File: src/rtl/multicycle_ctrl_pkg.sv
// Shared types for the RV32I multicycle control path: bus width, immediate
// formats, controller states, opcodes and datapath select encodings.
package multicycle_ctrl_pkg;

  localparam int DATA_BUS = 32;

  // Immediate generator format select; I is the idle/reset value.
  typedef enum logic [2:0] {
    FMT_I  = 3'd0,
    FMT_S  = 3'd1,
    FMT_B  = 3'd2,
    FMT_UI = 3'd3,
    FMT_J  = 3'd4
  } instr_format;

  typedef enum logic [3:0] {
    ST_FETCH, ST_DECODE, ST_EXEC_R, ST_EXEC_I, ST_MEM_ADDR, ST_MEM_RD,
    ST_MEM_WR, ST_WB, ST_BRANCH, ST_JAL, ST_JALR, ST_UPPER, ST_HALT
  } ctrl_state_t;

  localparam logic [6:0] OP_R      = 7'b0110011;
  localparam logic [6:0] OP_IMM    = 7'b0010011;
  localparam logic [6:0] OP_LOAD   = 7'b0000011;
  localparam logic [6:0] OP_STORE  = 7'b0100011;
  localparam logic [6:0] OP_BRANCH = 7'b1100011;
  localparam logic [6:0] OP_JAL    = 7'b1101111;
  localparam logic [6:0] OP_JALR   = 7'b1100111;
  localparam logic [6:0] OP_LUI    = 7'b0110111;
  localparam logic [6:0] OP_AUIPC  = 7'b0010111;

  typedef enum logic [1:0] {ALU_ADD = 2'd0, ALU_SUB = 2'd1, ALU_FUNCT = 2'd2} alu_op_t;
  typedef enum logic [1:0] {PC_PLUS4 = 2'd0, PC_IMM = 2'd1, PC_ALU = 2'd2} pc_src_t;
  typedef enum logic [1:0] {RES_ALU = 2'd0, RES_MEM = 2'd1, RES_PC4 = 2'd2} result_src_t;

  localparam logic [1:0] SRC_A_RS1  = 2'd0;
  localparam logic [1:0] SRC_A_PC   = 2'd1;
  localparam logic [1:0] SRC_A_ZERO = 2'd2;

  // Immediate format implied by an opcode; unknown opcodes fall back to I.
  function automatic instr_format imm_fmt(input logic [6:0] op);
    case (op)
      OP_IMM, OP_LOAD, OP_JALR: imm_fmt = FMT_I;
      OP_STORE:                 imm_fmt = FMT_S;
      OP_BRANCH:                imm_fmt = FMT_B;
      OP_JAL:                   imm_fmt = FMT_J;
      OP_LUI, OP_AUIPC:         imm_fmt = FMT_UI;
      default:                  imm_fmt = FMT_I;
    endcase
  endfunction

endpackage

File: src/rtl/multicycle_ctrl_mem_watchdog.sv
// Memory wait watchdog: counts consecutive cycles a request is pending without
// mem_ready and flags a timeout on the last allowed waiting cycle.
// MEM_TIMEOUT = 0 removes the counter and never times out.
module multicycle_ctrl_mem_watchdog #(
  parameter int MEM_TIMEOUT = 16
) (
  input  logic clk,
  input  logic rst,
  input  logic mem_req_i,
  input  logic mem_ready_i,
  output logic timeout_o
);

  if (MEM_TIMEOUT == 0) begin : g_off
    logic unused_wd;
    assign unused_wd = ^{clk, rst, mem_req_i, mem_ready_i};
    assign timeout_o = 1'b0;
  end else begin : g_on
    localparam int CW = (MEM_TIMEOUT > 1) ? $clog2(MEM_TIMEOUT) : 1;
    logic [CW-1:0] cnt_q, cnt_d;
    logic          waiting, last;

    assign waiting   = mem_req_i && !mem_ready_i;
    assign last      = (cnt_q == CW'(MEM_TIMEOUT - 1));
    // mem_ready on the final counted cycle suppresses the timeout.
    assign timeout_o = waiting && last;

    // Count waiting cycles; clear on completion, idle or timeout.
    always_comb begin
      cnt_d = '0;
      if (waiting && !last) cnt_d = cnt_q + 1'b1;
    end

    // Counter register.
    always_ff @(posedge clk) begin
      if (rst) cnt_q <= '0;
      else     cnt_q <= cnt_d;
    end
  end

endmodule

File: src/rtl/multicycle_ctrl.sv
// Multicycle RV32I control FSM: fetch/decode/execute/memory/writeback for one
// instruction at a time. Optional performance counters are built when
// MULTICYCLE_CTRL_PERF_EN is defined (adds cycle_cnt / instret_cnt).
// Handshake: a memory request holds mem_req (and mem_we) high every cycle
// until the cycle mem_ready is sampled high; that cycle completes it.
module multicycle_ctrl
  import multicycle_ctrl_pkg::*;
#(
  parameter int MEM_TIMEOUT = 16
`ifdef MULTICYCLE_CTRL_PERF_EN
  , parameter int CNT_W = 32
`endif
) (
  input  logic                clk,
  input  logic                rst,
  input  logic [DATA_BUS-1:0] instr,
  input  logic                alu_zero,
  input  logic                alu_lt,
  input  logic                mem_ready,
  output logic                mem_req,
  output logic                mem_we,
  output logic                ir_write,
  output logic                pc_write,
  output pc_src_t             pc_src,
  output instr_format         imm_src,
  output logic [1:0]          alu_src_a,
  output logic                alu_src_b,
  output alu_op_t             alu_op,
  output logic                cmp_unsigned,
  output logic                reg_write,
  output result_src_t         result_src,
`ifdef MULTICYCLE_CTRL_PERF_EN
  output logic [CNT_W-1:0]    cycle_cnt,
  output logic [CNT_W-1:0]    instret_cnt,
`endif
  output ctrl_state_t         dbg_state_o,
  output logic                trap
);

  ctrl_state_t state_q, state_d;
  instr_format imm_q, imm_d;
  logic [6:0]  opcode;
  logic [2:0]  funct3;
  logic        wd_active, wd_timeout;
  logic        taken, bad_branch;
  logic        unused_instr;

  assign opcode       = instr[6:0];
  assign funct3       = instr[14:12];
  assign unused_instr = ^{instr[DATA_BUS-1:15], instr[11:7]};
  assign dbg_state_o  = state_q;

  // The watchdog only sees the states that issue memory requests.
  assign wd_active = !rst && (state_q == ST_FETCH || state_q == ST_MEM_RD ||
                              state_q == ST_MEM_WR);

  multicycle_ctrl_mem_watchdog #(.MEM_TIMEOUT(MEM_TIMEOUT)) u_wd (
    .clk         (clk),
    .rst         (rst),
    .mem_req_i   (wd_active),
    .mem_ready_i (mem_ready),
    .timeout_o   (wd_timeout)
  );

  // State and latched immediate format registers.
  always_ff @(posedge clk) begin
    if (rst) begin
      state_q <= ST_FETCH;
      imm_q   <= FMT_I;
    end else begin
      state_q <= state_d;
      imm_q   <= imm_d;
    end
  end

  // Next-state and Moore control decode; reset forces every control low.
  always_comb begin
    state_d      = state_q;
    imm_d        = imm_q;
    imm_src      = imm_q;
    mem_req      = 1'b0;
    mem_we       = 1'b0;
    ir_write     = 1'b0;
    pc_write     = 1'b0;
    pc_src       = PC_PLUS4;
    alu_src_a    = SRC_A_RS1;
    alu_src_b    = 1'b0;
    alu_op       = ALU_ADD;
    cmp_unsigned = 1'b0;
    reg_write    = 1'b0;
    result_src   = RES_ALU;
    trap         = 1'b0;
    taken        = 1'b0;
    bad_branch   = 1'b0;

    case (state_q)
      ST_FETCH: begin
        mem_req = 1'b1;
        if (mem_ready) begin
          ir_write = 1'b1;
          pc_write = 1'b1;
          state_d  = ST_DECODE;
        end else if (wd_timeout) begin
          state_d = ST_HALT;
        end
      end
      ST_DECODE: begin
        imm_src = imm_fmt(opcode);
        imm_d   = imm_fmt(opcode);
        case (opcode)
          OP_R:               state_d = ST_EXEC_R;
          OP_IMM:             state_d = ST_EXEC_I;
          OP_LOAD, OP_STORE:  state_d = ST_MEM_ADDR;
          OP_BRANCH:          state_d = ST_BRANCH;
          OP_JAL:             state_d = ST_JAL;
          OP_JALR:            state_d = ST_JALR;
          OP_LUI, OP_AUIPC:   state_d = ST_UPPER;
          default:            state_d = ST_HALT;
        endcase
      end
      ST_EXEC_R: begin
        alu_op    = ALU_FUNCT;
        reg_write = 1'b1;
        state_d   = ST_FETCH;
      end
      ST_EXEC_I: begin
        alu_op    = ALU_FUNCT;
        alu_src_b = 1'b1;
        reg_write = 1'b1;
        state_d   = ST_FETCH;
      end
      ST_MEM_ADDR: begin
        alu_src_b = 1'b1;
        state_d   = (opcode == OP_LOAD) ? ST_MEM_RD : ST_MEM_WR;
      end
      ST_MEM_RD: begin
        mem_req = 1'b1;
        if (mem_ready)       state_d = ST_WB;
        else if (wd_timeout) state_d = ST_HALT;
      end
      ST_MEM_WR: begin
        mem_req = 1'b1;
        mem_we  = 1'b1;
        if (mem_ready)       state_d = ST_FETCH;
        else if (wd_timeout) state_d = ST_HALT;
      end
      ST_WB: begin
        reg_write  = 1'b1;
        result_src = RES_MEM;
        state_d    = ST_FETCH;
      end
      ST_BRANCH: begin
        alu_op       = ALU_SUB;
        cmp_unsigned = (funct3[2:1] == 2'b11);
        case (funct3)
          3'b000:  taken = alu_zero;
          3'b001:  taken = !alu_zero;
          3'b100:  taken = alu_lt;
          3'b101:  taken = !alu_lt;
          3'b110:  taken = alu_lt;
          3'b111:  taken = !alu_lt;
          default: bad_branch = 1'b1;
        endcase
        if (bad_branch) begin
          state_d = ST_HALT;
        end else begin
          pc_write = taken;
          pc_src   = taken ? PC_IMM : PC_PLUS4;
          state_d  = ST_FETCH;
        end
      end
      ST_JAL: begin
        reg_write  = 1'b1;
        result_src = RES_PC4;
        pc_write   = 1'b1;
        pc_src     = PC_IMM;
        state_d    = ST_FETCH;
      end
      ST_JALR: begin
        alu_src_b  = 1'b1;
        reg_write  = 1'b1;
        result_src = RES_PC4;
        pc_write   = 1'b1;
        pc_src     = PC_ALU;
        state_d    = ST_FETCH;
      end
      ST_UPPER: begin
        alu_src_b = 1'b1;
        alu_src_a = (opcode == OP_LUI) ? SRC_A_ZERO : SRC_A_PC;
        reg_write = 1'b1;
        state_d   = ST_FETCH;
      end
      ST_HALT: begin
        trap = 1'b1;
      end
      default: state_d = ST_HALT;
    endcase

    // An instruction caught by reset is abandoned without any side effect.
    if (rst) begin
      imm_src      = FMT_I;
      mem_req      = 1'b0;
      mem_we       = 1'b0;
      ir_write     = 1'b0;
      pc_write     = 1'b0;
      pc_src       = PC_PLUS4;
      alu_src_a    = SRC_A_RS1;
      alu_src_b    = 1'b0;
      alu_op       = ALU_ADD;
      cmp_unsigned = 1'b0;
      reg_write    = 1'b0;
      result_src   = RES_ALU;
      trap         = 1'b0;
    end
  end

`ifdef MULTICYCLE_CTRL_PERF_EN
  logic [CNT_W-1:0] cycle_q, instret_q;

  // Free-running cycle count outside HALT; retire count on each return to FETCH.
  always_ff @(posedge clk) begin
    if (rst) begin
      cycle_q   <= '0;
      instret_q <= '0;
    end else begin
      if (state_q != ST_HALT) cycle_q <= cycle_q + 1'b1;
      if (state_q != ST_FETCH && state_d == ST_FETCH) instret_q <= instret_q + 1'b1;
    end
  end

  assign cycle_cnt   = cycle_q;
  assign instret_cnt = instret_q;
`endif

endmodule

File: config.mk
export PLATFORM = sky130hd
export DESIGN_NAME = multicycle_ctrl
export DESIGN_NICKNAME = d
export VERILOG_FILES = /design/src/rtl/multicycle_ctrl_pkg.sv /design/src/rtl/multicycle_ctrl_mem_watchdog.sv /design/src/rtl/multicycle_ctrl.sv
export SDC_FILE = /design/constraint.sdc
export NUM_CORES = 1
export LEC_CHECK = 0
export BUFFER_PORTS_ARGS = -buffer_cell sky130_fd_sc_hd__buf_2
export CORE_UTILIZATION = 30
export CTS_CLUSTER_SIZE = 24
export DETAILED_ROUTE_END_ITERATION = 10
export PLACE_DENSITY = 0.58
export SETUP_SLACK_MARGIN = 0.05
export SKIP_CTS_REPAIR_TIMING = 1
export SYNTH_ARGS = -nofsm -noshare
export SYNTH_HDL_FRONTEND = slang
export SYNTH_HIERARCHICAL = 1
export SYNTH_SLANG_ARGS = --single-unit
File: constraint.sdc
create_clock -name clk -period 4.1 [get_ports clk]
set_input_delay 0.82 -clock clk [delete_from_list [all_inputs] [get_ports clk]]
set_output_delay 0.82 -clock clk [all_outputs]
set_load 0.1 [all_outputs]
==> flow_summary_export.csv, run 1 <==
group,metric,value,unit
placed_design,gp_congestion,0.784,
power,clock_power_share,0.097,
yosys,ys_ff_latch,11,
yosys,synthTopCellsByCount,"nor2_1 (17), a21oi_1 (11), dfxtp_1 (11)",
floorplanning,start_util,0.326,
global_route,antenna_found_initial,0,
floorplanning,die_h,60.3,µm
layout,drive_above_1_share,0.357,
placed_design,hpwl,2030,µm
critical_path,reg2reg_from,"dbg_state_o[0]",
power,switching_share,0.615,
yosys,synth_top_area_share,0.216,
yosys,syn_nets,177,
power,p_seq_frac,0.203,
clock_network,cts_tree,"yes",
clock_network,root_buffer,"clkbuf_4",
yosys,avgSynthCellArea,7.34,µm²
status,status,"completed",
hold_path,hold_path_depth,1,
floorplanning,core,0.00313,mm²
yosys,synth_cell_types,45,
global_route,grt.total_usage,0.152,
yosys,async_reset_ff_frac,0,
yosys,yosysSeqAreaShare,0.216,
critical_path,worst_r2r_path_depth,8,
flow_run,drv_cap,0,
placed_design,place_area,0.00128,mm²
drt,drt_iter0_markers,39,
global_route,grt_pass1_wl,4200,µm
power,max-vdd-ir-drop,0.359,mV
clock_network,clk_latency,0.26,ns
yosys,synth_edf_count,0,
critical_path,ff2ff_setup_slack,1.69,ns
clock_network,clk_pin_slew,0.07,ns
critical_path,critPathKind,"register to primary output",
drt,wl_per_cell,12.1,µm
clock_network,cts_sinks,11,
power,power,0.737,mW
clock_network,clock_tree.buffer_depth,2,
placed_design,numPortBuffers,37,
sta,max_freq,292,MHz
power,power_density,565,mW/mm²
sta,rsz0062_at_grt,"no",
hold_path,min_to,"u_wd/g_on.cnt_q[0]",
layout,post-route-util,0.417,
sta,totalNegativeSetupSlack,0,ns
layout,diodes,0,
sta,setup_slack,0.678,ns
sta,setup_viol,0,
yosys,yosysMostFrequentCell,"nor2_1",
yosys,synth_top_cell_by_area,"dfxtp_1",
yosys,yosys_warnings,6,
layout,fin_nets,210,
sta,max_slew_margin,0.628,
sta,final_max_slew_viol_count,0,
power,p_int,0.284,mW
sta,period_share,0.835,
sta,worst_pin_slew,0.557,ns
floorplanning,io_pins,60,
critical_path,worstPathArrival,2.60,ns
placed_design,pre_cts_slack,0.938,ns
yosys,synth_cells,139,
drt,antenna_left,0,
layout,area_growth,28.0,%
sta,hold_viol,0,
critical_path,cp-start-kind,"register",
critical_path,end_kind,"primary output",
floorplanning,die_area,0.00364,mm²
critical_path,critPathRequiredTime,3.28,ns
power,p_switching,0.453,mW
power,combPwrFrac,0.701,
drt,viasPerCell,5.20,
power,p_leak,0.548,nW
global_route,grt-ovfl-total,0,
clock_network,htree_num_levels,1,
yosys,synth.area.top_cells,"dfxtp_1 (22%), nor2_1 (6.3%), a21oi_1 (5.4%)",
hold_path,hold_path.class,"register to register",
sta,clock_skew,0.00219,ns
critical_path,r2r_end,"dbg_state_o[2]",
clock_network,numCtsBuffers,3,
drt,drc_errors,0,
floorplanning,die_w,60.3,µm
yosys,netlist_area,0.00102,mm²
layout,postLayoutCellArea,0.00131,mm²
drt,drt_first_pass_iters,4,
global_route,grt_pass1_vias,984,
critical_path,path_max_fanout,17,
sta,finalCriticalPeriod,3.42,ns
drt,routed-via-count,1118,
hold_path,min_from,"u_wd/g_on.cnt_q[0]",
drt,routed_wirelength,2610,µm
global_route,grt_start_max_net_pins,22,
yosys,synth_flop_cell,"dfxtp_1",
floorplanning,num_rows,20,
-- routing by layer --
| metal | GRT usage | wire [µm] | vias to the layer above |
|---|---|---|---|
| li1 | - | - | 575 |
| met1 | 0.196 | 1270 | 517 |
| met2 | 0.253 | 1220 | 22 |
| met3 | 0.0195 | 88 | 4 |
| met4 | 0.0631 | 28 | 0 |
| met5 | 0 | 0 | - |
-- flip-flops by register name, summed over array words and instances (netlist names) --
name,count
imm_q,3
dbg_state_o,4
u_wd/g_on.cnt_q,4
-- how the worst max path moves through the flow --
stage	from	end	slack, ns	depth (start not counted)
floorplan	dbg_state_o[3]	pc_src[0]	-0.11	3
global placement	dbg_state_o[0]	imm_src[0]	0.97	4
detailed placement	dbg_state_o[0]	imm_src[0]	0.94	4
CTS	dbg_state_o[0]	imm_src[0]	0.66	4
global route	dbg_state_o[0]	imm_src[0]	0.55	4
finish	dbg_state_o[0]	imm_src[0]	0.68	4
-- kinds of logic after synthesis --
| kind of cell | Yosys count | synth area share |
|---|---|---|
| muxes | 3 | 0.0319 |
| adders and majority gates | 1 | 0.0123 |
| buffers and inverters | 13 | 0.0491 |
| DFF | 11 | 0.216 |
| AOI/OAI and AO/OA | 31 | 0.209 |
| and+or+nand+nor | 75 | 0.439 |
| xor gates and xnor gates | 5 | 0.0429 |
-- per-stage QoR --
stage          instances  hold WS, ns
3_5_place_dp         211        0.442
4_1_cts              215        0.454
3_3_place_gp         211        0.430
2_1_floorplan        139        0.418
6_report             215        0.453
5_1_grt              215        0.490
-- cells in the final DEF (no fill, tap or decap), drive strengths merged, types with 3 or more instances in the layout --
master,count
buf,39
nor2,17
dfxtp,11
a21oi,11
nor2b,8
nor3b,8
nor3,8
nand2,7
nand2b,6
xor2,5
or3,4
nand3,4
clkbuf,4
a22oi,3
-- critical path, cell delays in order, from the launching register on --
cell	delay, ns
dfxtp_1	0.65
or4b_1	0.63
or3_1	0.44
a21oi_2	0.17
buf_2	0.44
-- power by group through the flow --
stage	registers, mW	logic [mW]	clock network, mW
finish	0.150	0.517	0.0712
global route	0.153	0.550	0.0808
CTS	0.150	0.518	0.0754
detailed placement	0.152	0.516	0
global placement	0.151	0.515	0
floorplan	0.229	0.357	0
-- final cells by class --
cell class,count,area (µm²)
multi-input cells,115,796
flip-flops and latches,11,220
repair buffers,39,200
inverters,2,7.51
clock buffers,4,26.3
well taps,44,55.1
fillers,355,1820
(Power assumes the default switching activity.)
==> run 2, diff against run 1 <==
PLACE_DENSITY = 0.6   (was 0.58)
clock period = 2.86 ns   (was 4.1 ns; I/O delays follow)
==> run 2 against run 1 <==
Effect of this change: combinational power grew 60%; core utilization is 6.0 points higher; critical path depth did not move; largest power group unchanged; flip-flop and latch count did not move; clock-buffer cell count fell by 1; global-route usage up 2.2 points; critical endpoint unchanged.
==> flow_summary_export.csv, run 2 (synthesis results as in run 1) <==
group,metric,value,unit
power,p_switching,0.698,mW
sta,worst_pin_slew,0.491,ns
global_route,grt-ovfl-total,0,
critical_path,worst_r2r_path_depth,9,
clock_network,clock_tree.buffer_depth,2,
drt,drc_errors,0,
layout,layout_common_cells,"buf_2 (33), nor2_1 (11), a21oi_1 (9)",
sta,hold_viol,0,
layout,post-route-util,0.477,
critical_path,critPathKind,"register to primary output",
clock_network,numCtsBuffers,3,
layout,fin_nets,212,
floorplanning,die_h,60.3,µm
layout,diodes,0,
drt,top_layer_used,"met4",
clock_network,root_buffer,"clkbuf_4",
critical_path,worstPathArrival,2.09,ns
status,status,"completed",
critical_path,cp_slowest_cell,"or4b_4",
layout,area_growth,46.3,%
global_route,antenna_found_initial,0,
power,p_seq_frac,0.198,
floorplanning,io_pins,60,
floorplanning,core,0.00313,mm²
global_route,grt.total_usage,0.174,
sta,rsz0062_at_grt,"no",
sta,max_freq,376,MHz
drt,antenna_left,0,
clock_network,clk_latency,0.27,ns
power,power_density,779,mW/mm²
sta,whs,0.455,ns
power,p_int,0.465,mW
critical_path,end_kind,"primary output",
global_route,grt_pass1_vias,1056,
floorplanning,die_area,0.00364,mm²
placed_design,gp_congestion,0.781,
critical_path,max_stage_delay,0.54,ns
floorplanning,die_w,60.3,µm
layout,register_area,235,µm²
layout,drive_above_1_share,0.457,
critical_path,critPathRequiredTime,2.29,ns
drt,wl_per_cell,13.3,µm
critical_path,path_max_fanout,17,
layout,multi_input_area,903,µm²
sta,period_share,0.931,
sta,finalCriticalPeriod,2.66,ns
clock_network,cts_tree,"yes",
layout,final_common_cell,"buf_2",
clock_network,htree_num_levels,1,
layout,nFillCells,313,
sta,max_slew_margin,0.675,
critical_path,cp-start-kind,"register",
floorplanning,num_rows,20,
drt,drt_first_pass_iters,4,
drt,wl_met3,129,µm
drt,routed_wirelength,2880,µm
critical_path,path_cells,"or4b_4 > or3_1 > a21oi_4 > buf_12",
placed_design,numPortBuffers,37,
critical_path,crit_cells,4,
drt,met2_length,1410,µm
drt,wl_met1,1330,µm
hold_path,hold_path_depth,1,
sta,final_max_slew_viol_count,0,
sta,setup_viol,0,
critical_path,worstPathBufferInverterCount,1,
floorplanning,start_util,0.326,
drt,drt_iter0_markers,41,
flow_run,drv_cap,0,
power,switching_share,0.600,
drt,viasPerCell,5.26,
clock_network,clk_pin_slew,0.07,ns
power,clock_power_share,0.092,
hold_path,hold_path.class,"register to register",
sta,totalNegativeSetupSlack,0,ns
power,combPwrFrac,0.711,
global_route,grt_pass1_wl,4760,µm
power,max-vdd-ir-drop,0.384,mV
global_route,grt_start_max_net_pins,22,
clock_network,cts_sinks,11,
placed_design,hpwl,2210,µm
drt,routed-via-count,1142,
power,p_leak,0.600,nW
critical_path,critPathTopFamily,"simple AND/OR/NAND/NOR gates",
sta,clock_skew,0.000798,ns
[run 2: cell count changes in the layout (fill, tap and decap cells not counted), moves of 4 or more]
cell     delta
nor2_1      -4
buf_2       -4
dfxtp_4     +4
dfxtp_1     -4
[run 2: final timing paths]
check        slack, ns          startpoint            endpoint
max               0.20      dbg_state_o[0]          imm_src[0]
min               0.45  u_wd/g_on.cnt_q[0]  u_wd/g_on.cnt_q[0]
max reg2reg       0.76      dbg_state_o[2]      dbg_state_o[2]
min reg2reg       0.45  u_wd/g_on.cnt_q[0]  u_wd/g_on.cnt_q[0]
[run 2: power by group through the flow]
stage	sequential (mW)	clock (mW)	combinational [mW]
final	0.230	0.106	0.826
after global routing	0.237	0.123	0.875
after CTS	0.229	0.112	0.825
after detailed placement	0.232	0	0.823
after global placement	0.230	0	0.817
after floorplan	0.342	0	0.598
[run 2: per-layer routing]
layer	track usage	up-vias
li1	-	582
met3	0.0563	2
met4	0.0299	0
met5	0	-
met1	0.223	534
met2	0.287	24
[run 2: stage by stage]
| stage | worst slack, ns | cell area [µm²] | total power [mW] | std cells |
|---|---|---|---|---|
| after floorplan | -0.0289 | 1220 | 0.940 | 139 |
| after global placement | 0.396 | 1460 | 1.05 | 213 |
| after detailed placement | 0.372 | 1460 | 1.06 | 213 |
| after CTS | 0.0945 | 1490 | 1.17 | 217 |
| after global routing | 0.0956 | 1490 | 1.23 | 217 |
| final | 0.197 | 1490 | 1.16 | 217 |
[run 2: final cells by class]
| cell class | count | share of cell area |
|---|---|---|
| Sequential cell | 11 | 0.158 |
| Inverter | 2 | 0.00503 |
| Tap cell | 44 | 0.0369 |
| Multi-Input combinational cell | 115 | 0.606 |
| Clock buffer | 3 | 0.0151 |
| Clock inverter | 1 | 0.00336 |
| Timing Repair Buffer | 41 | 0.176 |
==> run 3, diff against run 2 <==
==> constraint.sdc (replaced) <==
create_clock -name clk -period 2.86 [get_ports clk]
set_input_delay 0.286 -clock clk [delete_from_list [all_inputs] [get_ports clk]]
set_output_delay 0.286 -clock clk [all_outputs]
set_load 0.1 [all_outputs]
==> run 3 against run 2 <==
Effect of this change: hold slack worse by 0.069 ns; global-route usage shrank 1.6 points; setup slack got worse by 0.047 ns; sequential power increased by 20%; largest cell class unchanged; sequential share of layout area up 0.75 points; non-clock buffer count decreased by 3; via count down 3.1%; total power shrank 2.2%; clock skew rose by 0.0024 ns; first-iteration DRC count rose by 15%; highest routed layer is now met3; cell count fell by 1.4%; critical endpoint unchanged.
==> flow_summary_export.csv, run 3 (synthesis results as in run 1) <==
group,metric,value,unit
floorplanning,die_area,0.00364,mm²
layout,finalNonFillerCells,214,
floorplanning,start_util,0.326,
critical_path,path_max_fanout,17,
layout,postLayoutCellArea,0.00141,mm²
critical_path,r2r_end,"dbg_state_o[0]",
global_route,antenna_found_initial,0,
power,power_density,807,mW/mm²
placed_design,pre_cts_slack,0.451,ns
sta,hold_viol,0,
global_route,grt_pass1_vias,1000,
clock_network,root_buffer,"clkbuf_4",
hold_path,hold_path.class,"primary input to register",
drt,routed-via-count,1107,
floorplanning,core,0.00313,mm²
clock_network,clock_tree.buffer_depth,2,
sta,whs,0.386,ns
critical_path,worstPathArrival,2.42,ns
sta,totalNegativeSetupSlack,0,ns
sta,max_slew_margin,0.603,
critical_path,worst_r2r_path_depth,8,
sta,finalCriticalPeriod,2.71,ns
sta,setup_slack,0.150,ns
layout,diodes,0,
placed_design,place_area,0.00138,mm²
drt,drc_errors,0,
layout,layout_common_cells,"buf_2 (36), nor2_1 (13), a21oi_1 (10)",
clock_network,clk_latency,0.27,ns
floorplanning,die_w,60.3,µm
placed_design,hpwl,2070,µm
layout,final_common_cell,"buf_2",
floorplanning,io_pins,60,
clock_network,htree_num_levels,1,
sta,worst_pin_slew,0.596,ns
clock_network,cts_tree,"yes",
floorplanning,die_h,60.3,µm
placed_design,gp_congestion,0.862,
sta,rsz0062_at_grt,"no",
critical_path,max_stage_delay,0.68,ns
placed_design,numPortBuffers,37,
critical_path,critPathRequiredTime,2.57,ns
power,p_leak,0.580,nW
layout,fin_nets,209,
critical_path,path_cells,"or4b_1 > or3_1 > a21oi_2 > buf_2",
hold_path,min_to,"dbg_state_o[1]",
hold_path,min_from,"instr[3]",
flow_run,drv_cap,0,
critical_path,ff2ff_setup_slack,0.76,ns
drt,viasPerCell,5.17,
sta,clock_skew,0.00321,ns
global_route,grt-ovfl-total,0,
clock_network,cts_sinks,11,
global_route,grt.total_usage,0.158,
clock_network,clk_pin_slew,0.07,ns
power,max-vdd-ir-drop,0.407,mV
clock_network,numCtsBuffers,3,
layout,drive_above_1_share,0.435,
power,power,1.14,mW
sta,final_max_slew_viol_count,0,
sta,max_freq,369,MHz
critical_path,cp-start-kind,"register",
placed_design,placed_cells,210,
critical_path,reg2reg_from,"dbg_state_o[2]",
global_route,grt_start_max_net_pins,23,
critical_path,end_kind,"primary output",
floorplanning,num_rows,20,
layout,post-route-util,0.450,
sta,setup_viol,0,
drt,routed_wirelength,2730,µm
layout,area_growth,38.2,%
drt,drt_iter0_markers,47,
status,status,"completed",
drt,wl_per_cell,12.7,µm
drt,drt_first_pass_iters,4,
global_route,grt_pass1_wl,4410,µm
critical_path,cp_slowest_cell,"or4b_1",
critical_path,critPathKind,"register to primary output",
sta,period_share,0.948,
hold_path,hold_path_depth,3,
drt,antenna_left,0,
## run 3: cell count changes in the layout (fill, tap and decap cells not counted), moves of 2 or more
cell	change
buf_12	-3
buf_2	+3
buf_4	-3
nor2_1	+2
nor2_4	-2
## run 3: final cells by class
cell class,instances,area (µm²)
inverter,2,7.51
fill,326,1720
multi-input combinational,115,891
sequential,11,233
tap,44,55.1
clock buffer,3,22.5
clock inverter,1,5.00
timing repair buffer,38,195
## run 3: report_power, final
group / internal, mW / switching [mW] / leakage, nW
Combinational: 0.207 / 0.550 / 0.471
Clock: 0.0517 / 0.0531 / 0.0177
Sequential: 0.185 / 0.0907 / 0.0918
Total: 0.443 / 0.694 / 0.580
## run 3: metal layers
metal,vias up,track usage,share of wire,routed length (µm)
li1,569,-,-,-
met1,524,0.202,0.47,1280
met2,14,0.275,0.50,1370
met3,0,0.0390,0.028,77
met4,0,0.0199,0,0
met5,-,0,0,0
## run 3: worst max path at each step
stage / startpoint / end / slack, ns
final: dbg_state_o[1] / imm_src[0] / 0.15
after global routing: dbg_state_o[2] / imm_src[0] / 0.07
after CTS: dbg_state_o[1] / imm_src[0] / 0.13
after detailed placement: dbg_state_o[2] / imm_src[0] / 0.45
after global placement: dbg_state_o[2] / imm_src[0] / 0.46
after floorplan: dbg_state_o[1] / dbg_state_o[0] / 0.0003
## run 3: worst max-delay path: cells and delay by family (launching register included)
family	cells	cell delay [ns]
AND/OR/NAND/NOR	2	1.12
flip-flops	1	0.42
AO/OA/AOI/OAI	1	0.16
buffers and inverters	1	0.44
